===== src/rtl/bin_to_bcd_seq.sv =====
// ---------------------------------------------------------------------------
// bin_to_bcd_seq
//   Iterative double-dabble converter: turns a W-bit unsigned binary value
//   into D packed BCD digits, one input bit per clock. Sits behind the 8x8
//   multiplier so the seven-segment display shows the product in decimal.
//
// Ports
//   clk    : system clock, rising edge active
//   reset  : synchronous, active-high reset
//   start  : conversion request, only looked at while idle
//   bin    : W-bit binary operand, captured on the accepting edge
//   busy   : high while a conversion is in progress
//   done   : one-cycle pulse on the edge bcd/blank are updated
//   bcd    : D packed digits, digit 0 (units) in bcd[3:0]
//   blank  : leading-zero mask, bit i set when digit i and all above are 0
//
// State table
//   state   | meaning
//   S_IDLE  | waiting for start, bcd/blank hold the last result
//   S_SHIFT | add-3 then shift one bit per clock, W clocks total
// ---------------------------------------------------------------------------
module bin_to_bcd_seq #(
    parameter int W = 16,
    parameter int D = 5
) (
    input  logic             clk,
    input  logic             reset,
    input  logic             start,
    input  logic [W-1:0]     bin,
    output logic             busy,
    output logic             done,
    output logic [4*D-1:0]   bcd,
    output logic [D-1:0]     blank
);

    // Number of decimal digits needed for the largest W-bit value.
    function automatic int dec_digits(input int w);
        longint unsigned v;
        longint unsigned one;
        int n;
        one = 1;
        v   = (one << w) - one;
        n   = 0;
        while (v != 0) begin
            v = v / 10;
            n++;
        end
        return n;
    endfunction

    if (D < dec_digits(W)) begin : g_bad_digits
        $error("bin_to_bcd_seq: D=%0d digits cannot hold a %0d-bit value", D, W);
    end

    localparam int            CW        = $clog2(W + 1);
    localparam int            SW        = 4 * D;
    localparam logic [CW-1:0] LAST      = CW'(W - 1);
    localparam logic [D-1:0]  BLANK_RST = {{(D-1){1'b1}}, 1'b0};

    typedef enum logic {S_IDLE, S_SHIFT} state_t;

    state_t          state_q, state_d;
    logic [CW-1:0]   cnt_q, cnt_d;
    logic [W-1:0]    shreg_q, shreg_d;
    logic [SW-1:0]   scratch_q, scratch_d;
    logic [SW-1:0]   bcd_q, bcd_d;
    logic [D-1:0]    blank_q, blank_d;
    logic            done_q, done_d;

    logic [SW-1:0]   adj;
    logic [SW+W-1:0] shifted;
    logic [D-1:0]    blank_new;
    logic            zero_run;

    // State register and all datapath flops.
    always_ff @(posedge clk) begin
        if (reset) begin
            state_q   <= S_IDLE;
            cnt_q     <= '0;
            shreg_q   <= '0;
            scratch_q <= '0;
            bcd_q     <= '0;
            blank_q   <= BLANK_RST;
            done_q    <= 1'b0;
        end else begin
            state_q   <= state_d;
            cnt_q     <= cnt_d;
            shreg_q   <= shreg_d;
            scratch_q <= scratch_d;
            bcd_q     <= bcd_d;
            blank_q   <= blank_d;
            done_q    <= done_d;
        end
    end

    // Next-state logic. The final shift happens on the edge that moves the
    // counter from W-1 to W.
    always_comb begin
        state_d = state_q;
        case (state_q)
            S_IDLE:  if (start)         state_d = S_SHIFT;
            S_SHIFT: if (cnt_q == LAST) state_d = S_IDLE;
            default:                    state_d = S_IDLE;
        endcase
    end

    // Add 3 to every digit >= 5, then shift {scratch, shreg} left by one.
    always_comb begin
        adj = scratch_q;
        for (int i = 0; i < D; i++) begin
            if (scratch_q[4*i +: 4] >= 4'd5)
                adj[4*i +: 4] = scratch_q[4*i +: 4] + 4'd3;
        end
        shifted = {adj[SW-2:0], shreg_q, 1'b0};
    end

    // Leading-zero mask of the post-shift scratch; digit 0 is never blanked.
    always_comb begin
        zero_run  = 1'b1;
        blank_new = '0;
        for (int i = D - 1; i >= 1; i--) begin
            zero_run     = zero_run & (shifted[W + 4*i +: 4] == 4'd0);
            blank_new[i] = zero_run;
        end
    end

    // Datapath next values.
    always_comb begin
        cnt_d     = cnt_q;
        shreg_d   = shreg_q;
        scratch_d = scratch_q;
        bcd_d     = bcd_q;
        blank_d   = blank_q;
        done_d    = 1'b0;
        case (state_q)
            S_IDLE: begin
                if (start) begin
                    shreg_d   = bin;
                    scratch_d = '0;
                    cnt_d     = '0;
                end
            end
            S_SHIFT: begin
                scratch_d = shifted[SW+W-1:W];
                shreg_d   = shifted[W-1:0];
                cnt_d     = cnt_q + CW'(1);
                if (cnt_q == LAST) begin
                    bcd_d   = shifted[SW+W-1:W];
                    blank_d = blank_new;
                    done_d  = 1'b1;
                end
            end
            default: ;
        endcase
    end

    // Output logic.
    always_comb begin
        busy  = (state_q == S_SHIFT);
        done  = done_q;
        bcd   = bcd_q;
        blank = blank_q;
    end

    // The add-3 correction keeps every scratch digit a legal BCD value.
    for (genvar gi = 0; gi < D; gi++) begin : g_digit_chk
        a_digit_le9: assert property (@(posedge clk) disable iff (reset)
                                      scratch_q[4*gi +: 4] <= 4'd9);
    end

endmodule


===== config.mk =====
export PLATFORM = sky130hd
export DESIGN_NAME = bin_to_bcd_seq
export DESIGN_NICKNAME = d
export VERILOG_FILES = /design/src/rtl/bin_to_bcd_seq.sv
export SDC_FILE = /design/constraint.sdc
export NUM_CORES = 1
export LEC_CHECK = 0
export BUFFER_PORTS_ARGS = -buffer_cell sky130_fd_sc_hd__buf_2
export CAP_MARGIN = 20
export CELL_PAD_IN_SITES_DETAIL_PLACEMENT = 0
export CELL_PAD_IN_SITES_GLOBAL_PLACEMENT = 1
export CORE_AREA = 4 4 97 99
export CTS_BUF_LIST = sky130_fd_sc_hd__clkbuf_16
export DETAILED_ROUTE_END_ITERATION = 7
export DIE_AREA = 0 0 101 103
export PLACE_DENSITY_LB_ADDON = 0.1
export SYNTH_ARGS = -nofsm -noshare
export SYNTH_HDL_FRONTEND = slang
export SYNTH_SLANG_ARGS = --single-unit

===== constraint.sdc =====
create_clock -name clk -period 1.9 [get_ports clk]
set_clock_uncertainty 0.15 [all_clocks]
set_input_delay 0.38 -clock clk [delete_from_list [all_inputs] [get_ports clk]]
set_output_delay 0.38 -clock clk [all_outputs]
set_load 0.02 [all_outputs]

==> flow_metrics.env, run 1 <==
export IMPL_die_x_um=101
export IMPL_final_area_um2=3966
export IMPL_numCtsBuffers=9
export IMPL_core_um2=8551
export IMPL_r2r_start="scratch_q[5]"
export IMPL_power_leakage_nw=1.639
export IMPL_crit_required_ns=2.00
export IMPL_path_clk_slew_ns=0.06
export IMPL_min_period_ns=1.805
export IMPL_place_ws_ns=-0.008226
export IMPL_slew_viol_final=0
export IMPL_root_buffer="clkbuf_16"
export IMPL_cp_start_kind="register"
export IMPL_synth_async_reset_ratio_pct=0
export IMPL_syn_area_um2=3187
export IMPL_yosys_top_cells_area="dfxtp_1 42%, a21oi_1 9.7%, mux2i_1 8.5%"
export IMPL_initial_core_util_pct=37.27
export IMPL_vias_per_cell=4.955
export IMPL_dr_pass1_iters=4
export IMPL_cp_cell_sequence="inv_1 > ha_1 > nand2b_1 > nor3b_1 > a21oi_1 > nand3_1 > o31ai_2"
export IMPL_clk_latency_ns=0.33
export IMPL_rsz0062_at_grt="yes"
export IMPL_crit_path_max_fanout=5
export IMPL_routed_wl_mm=7.250
export IMPL_drive_above_1_share_pct=23.15
export IMPL_synth_edf_count=0
export IMPL_arrival_ns=1.90
export IMPL_period_share_pct=95.00
export IMPL_hold_ws_ns=0.2080
export IMPL_globalRoute_totalOverflow=0
export IMPL_outcome="finished, final reports clean"
export IMPL_io_buffer_count=44
export IMPL_cts_tree="built"
export IMPL_cts_max_path_buffers=2
export IMPL_synth_cells=388
export IMPL_crit_start="scratch_q[5]"
export IMPL_slowest_delay_ns=0.32
export IMPL_die_area_um2=10400
export IMPL_place_area_um2=3633
export IMPL_slowest_stage="dfxtp_1"
export IMPL_avgSynthCellArea_um2=8.213
export IMPL_synth_top_area_cell="dfxtp_1"
export IMPL_diodes=0
export IMPL_place_congestion=0.7573
export IMPL_grt_pass1_wl_mm=12.24
export IMPL_drtIter0Drc=59
export IMPL_area_growth_pct=24.46
export IMPL_hpwl_mm=4.942
export IMPL_max_freq_ghz=0.5540
export IMPL_ys_ff_latch=67
export IMPL_num_rows=34
export IMPL_ys_warn_count=0
export IMPL_vias=2740
export IMPL_fin_ws_ns=0.09506
export IMPL_ios=46
export IMPL_die_h_um=103
export IMPL_drc=0
export IMPL_hp_start="bin[0]"
export IMPL_path_class="register to register"
export IMPL_synth_top_area_share_pct=42.09
export IMPL_worst_pin_slew_ns=0.6765
export IMPL_track_usage_pct=14.83
export IMPL_synth_top_flop_cell="dfxtp_1"
export IMPL_cts_setup_buffers=0
export IMPL_yosysSeqAreaShare_pct=42.09
export IMPL_grt_max_degree=42
export IMPL_ir_drop_uv=412.1
export IMPL_ant_nets=0
export IMPL_fillCellCount=863
export IMPL_final_util_pct=46.39
export IMPL_pwr_density_cell_nw_per_um2=818.4
export IMPL_wl_per_cell_um=13.11
export IMPL_antenna_found_initial=0
export IMPL_worst_setup_path_end_kind="register"
export IMPL_syn_nets=419
export IMPL_final_setup_viol_count=0
export IMPL_h_tree_depth=3
export IMPL_hold_viol_final=0
export IMPL_cts_sink_count=67
export IMPL_ys_types=38
export IMPL_relSlewSlack_pct=54.73
export IMPL_min_path_type="primary input to register"
export IMPL_drv_cap=0
export IMPL_grt_pass1_vias=2601
export IMPL_fin_nets=471
==> cells in the mapped netlist (10+ instances only) <==
| cell | count |
|---|---|
| o21ai_0 | 10 |
| dfxtp_1 | 67 |
| nand2_1 | 34 |
| nor3_1 | 10 |
| nor3b_1 | 17 |
| clkbuf_1 | 12 |
| nor2_1 | 60 |
| nand2b_1 | 10 |
| ha_1 | 12 |
| mux2i_1 | 27 |
| a21oi_1 | 62 |
| inv_1 | 11 |
==> power by group <==
part	leakage [nW]	internal, mW	total (mW)	switching, mW
clock network	0.138	0.996	1.60	0.608
logic	0.957	0.0796	0.195	0.116
registers	0.544	1.43	1.45	0.0153
==> critical path, delay by kind of cell (launching register included) <==
family | cells | cell delay (ns)
compound gates | 2 | 0.51
simple gates | 3 | 0.46
flops | 1 | 0.32
fa+ha+maj | 1 | 0.19
buf+inv | 1 | 0.09
==> logic make-up after synthesis <==
family,Yosys count,share of synthesized area (%)
AO/OA/AOI/OAI,89,15.55
XOR/XNOR,5,1.374
adder cells (fa/ha/maj),12,4.711
buffers and inverters,36,4.829
flip-flops,67,42.09
multiplexers,28,8.834
other,1,0.1177
AND/OR/NAND/NOR,150,22.50
==> placed cells by master, fill, tap and decap left out, drive strengths merged <==
cell type	n
mux2	1
a311oi	1
inv	11
o31a	1
xnor2	5
nand3b	1
nor3	10
ha	12
and2	2
a211oi	8
mux2i	27
nand4	1
clkinvlp	1
o21bai	1
a21o	1
nor3b	17
a41oi	1
bufinv	1
and3	1
clkbuf	9
or3	2
buf	66
nand3	7
and3b	2
o21ai	12
o31ai	1
conb	1
dfxtp	67
clkinv	5
nor2	60
nor2b	2
a22oi	1
a21oi	62
nand2	35
nand2b	10
==> path summary, 6_finish.rpt <==
check | endpoint | slack (ns) | cells after the start
setup / recovery | blank[1] | 0.1 | 7
hold / removal | shreg_q[0] | 0.21 | 3
setup reg to reg | blank[1] | 0.1 | 7
hold reg to reg | bcd[5] | 0.30 | 2
==> flip-flops by register name, summed over array words and instances (netlist names) <==
signal and flops:
done 1, bcd 20, busy 1, shreg_q 16
scratch_q 20, blank 4, cnt_q 5
==> area by class of cell <==
cell class / count / area, µm² / area share, %
clock buffers: 9 / 225.2 / 5.678
clock inverters: 7 / 58.81 / 1.483
inverters: 11 / 41.29 / 1.041
multi-input cells: 285 / 1737 / 43.79
flip-flops and latches: 67 / 1346 / 33.94
well taps: 108 / 135.1 / 3.407
repair buffers: 66 / 422.9 / 10.66
==> metal layers <==
layer	track usage (%)	up-vias	share of wire [%]
met1	18.77	1256	47
li1	-	1433	-
met4	7.055	0	1.9
met5	0	-	0
met2	23.95	39	46
met3	3.451	12	4.4
==> through the flow <==
step                std cells  setup TNS [ns]  power, mW
finish                    553               0      3.246
detailed placement        537       -0.008226      1.676
floorplan                 388               0      1.609
global route              553      -0.0005891      3.375
CTS                       553               0      3.300
global placement          537               0      1.675
==> what timing repair did <==
item	4_1_cts	5_1_grt
resized for setup	2	15
cloned	0	0
pin swaps	0	5
endpoints found under the setup margin	1	11
hold buffers	0	0
Note: power is estimated with default switching activity, not from simulation.
==> inputs of run 2 (changes only) <==
PLACE_DENSITY_LB_ADDON = 0.2   (was 0.1)
==> run 2 against run 1 <==
  * Hold slack worse by 0.0054 ns
  * Register-to-register slack got worse by 0.04 ns
  * Total power is 0.39% lower
  * Setup slack worse by 0.036 ns
  * Non-clock buffer count shrank 2
  * Sequential power barely moved
  * Final cell count decreased by 0.36%
  * Utilization unchanged
  * Largest power group unchanged
==> flow_metrics.env, run 2 (same netlist as run 1, synthesis figures left out) <==
export IMPL_outcome="finished, final reports clean"
export IMPL_hold_ws_ns=0.2026
export IMPL_min_path_type="primary input to register"
export IMPL_min_path_cells=3
export IMPL_cts_tree="built"
export IMPL_final_util_pct=46.39
export IMPL_drtIter0Drc=92
export IMPL_layout_commonest_cell="dfxtp_1"
export IMPL_drc=0
export IMPL_final_area_um2=3966
export IMPL_crit_required_ns=1.99
export IMPL_vias=2706
export IMPL_switchingPower_mw=0.7302
export IMPL_ant_nets=0
export IMPL_hpwl_mm=4.743
export IMPL_drv_cap=0
export IMPL_period_share_pct=96.88
export IMPL_p_sw_share_pct=22.58
export IMPL_die_x_um=101
export IMPL_place_area_um2=3606
export IMPL_cts_sink_count=67
export IMPL_slew_viol_final=0
export IMPL_path_class="register to register"
export IMPL_min_period_ns=1.841
export IMPL_initial_core_util_pct=37.27
export IMPL_diodes=0
export IMPL_ios=46
export IMPL_grt_pass1_vias=2615
export IMPL_hold_viol_final=0
export IMPL_final_cell_mix="65 x dfxtp_1, 60 x nor2_1, 56 x a21oi_1"
export IMPL_io_buffer_count=44
export IMPL_globalRoute_totalOverflow=0
export IMPL_grt_max_degree=68
export IMPL_grt_pass1_wl_mm=12.11
export IMPL_ir_drop_uv=369.1
export IMPL_pwr_share_clk_pct=49.5
export IMPL_clk_latency_ns=0.32
export IMPL_max_freq_ghz=0.5433
export IMPL_crit_path_max_fanout=5
export IMPL_vias_per_cell=4.911
export IMPL_wl_per_cell_um=12.62
export IMPL_p_int_mw=2.503
export IMPL_area_growth_pct=24.46
export IMPL_cts_setup_buffers=0
export IMPL_pwr_density_cell_nw_per_um2=815.2
export IMPL_core_um2=8551
export IMPL_numCtsBuffers=9
export IMPL_h_tree_depth=3
export IMPL_place_congestion=0.7756
export IMPL_die_area_um2=10400
export IMPL_power_total_mw=3.233
export IMPL_arrival_ns=1.93
export IMPL_die_h_um=103
export IMPL_combPwrFrac_pct=5.6
export IMPL_root_buffer="clkbuf_16"
export IMPL_setup_tns_ns=0
export IMPL_hold_buffers=0
export IMPL_dr_pass1_iters=4
export IMPL_cp_start_kind="register"
export IMPL_r2r_cells=7
export IMPL_final_setup_viol_count=0
export IMPL_num_rows=34
export IMPL_fin_nets=469
export IMPL_cts_max_path_buffers=2
export IMPL_antenna_found_initial=0
export IMPL_worst_setup_path_end_kind="register"
export IMPL_seq_power_share_pct=44.9
export IMPL_drive_above_1_share_pct=23.02
export IMPL_power_leakage_nw=1.635
export IMPL_routed_wl_mm=6.955
export IMPL_track_usage_pct=14.52
export IMPL_path_clk_slew_ns=0.05
export IMPL_rsz0062_at_grt="yes"
## run 2: timing repair
item                                    4_1_cts  5_1_grt
endpoints found under the setup margin        1       20
gates resized for setup                       1       17
pin swaps                                     0        1
## run 2: path summary, 6_finish.rpt
kind                 start         end  slack, ns
max          scratch_q[13]    blank[1]       0.06
min                 bin[0]  shreg_q[0]       0.20
max reg2reg  scratch_q[13]    blank[1]       0.06
min reg2reg         bcd[5]      bcd[5]       0.30
## run 2: final cells by class
cell class	count	area, µm²
clock inverters	7	60.06
fillers	876	4584
well taps	108	135.1
clock buffers	9	225.2
multi-input cells	285	1765
inverters	11	41.29
repair buffers	64	395.4
flip-flops and latches	67	1344
## run 2: through the flow
step                      instances  setup slack (ns)
after floorplan                 388           0.05322
after global placement          535           0.06118
after detailed placement        535           0.01224
after CTS                       551          0.004216
after global routing            551          -0.06127
final                           551           0.05927
## run 2: worst max-delay path, cell delays in order, from the launching register on
cell and delay (ns):
dfxtp_1 0.34, inv_1 0.09, ha_1 0.18, nand2b_1 0.16, a21oi_2 0.18, mux2i_1 0.26, nand4_2 0.16, o31ai_2 0.25
## run 2: power by group through the flow
stage | Sequential [mW] | Combinational, mW | Clock [mW]
4_1_cts | 1.45 | 0.185 | 1.66
3_3_place_gp | 1.48 | 0.182 | 0
3_5_place_dp | 1.48 | 0.183 | 0
2_1_floorplan | 1.47 | 0.136 | 0
6_report | 1.45 | 0.181 | 1.60
5_1_grt | 1.46 | 0.206 | 1.73
## run 2: routing by layer
| metal | part of all wire, % | track usage (%) | wire length [µm] |
|---|---|---|---|
| met5 | 0 | 0 | 0 |
| met4 | 1.1 | 4.294 | 75 |
| met3 | 4.2 | 4.195 | 294 |
| met2 | 44 | 22.53 | 3068 |
| met1 | 51 | 19.66 | 3517 |
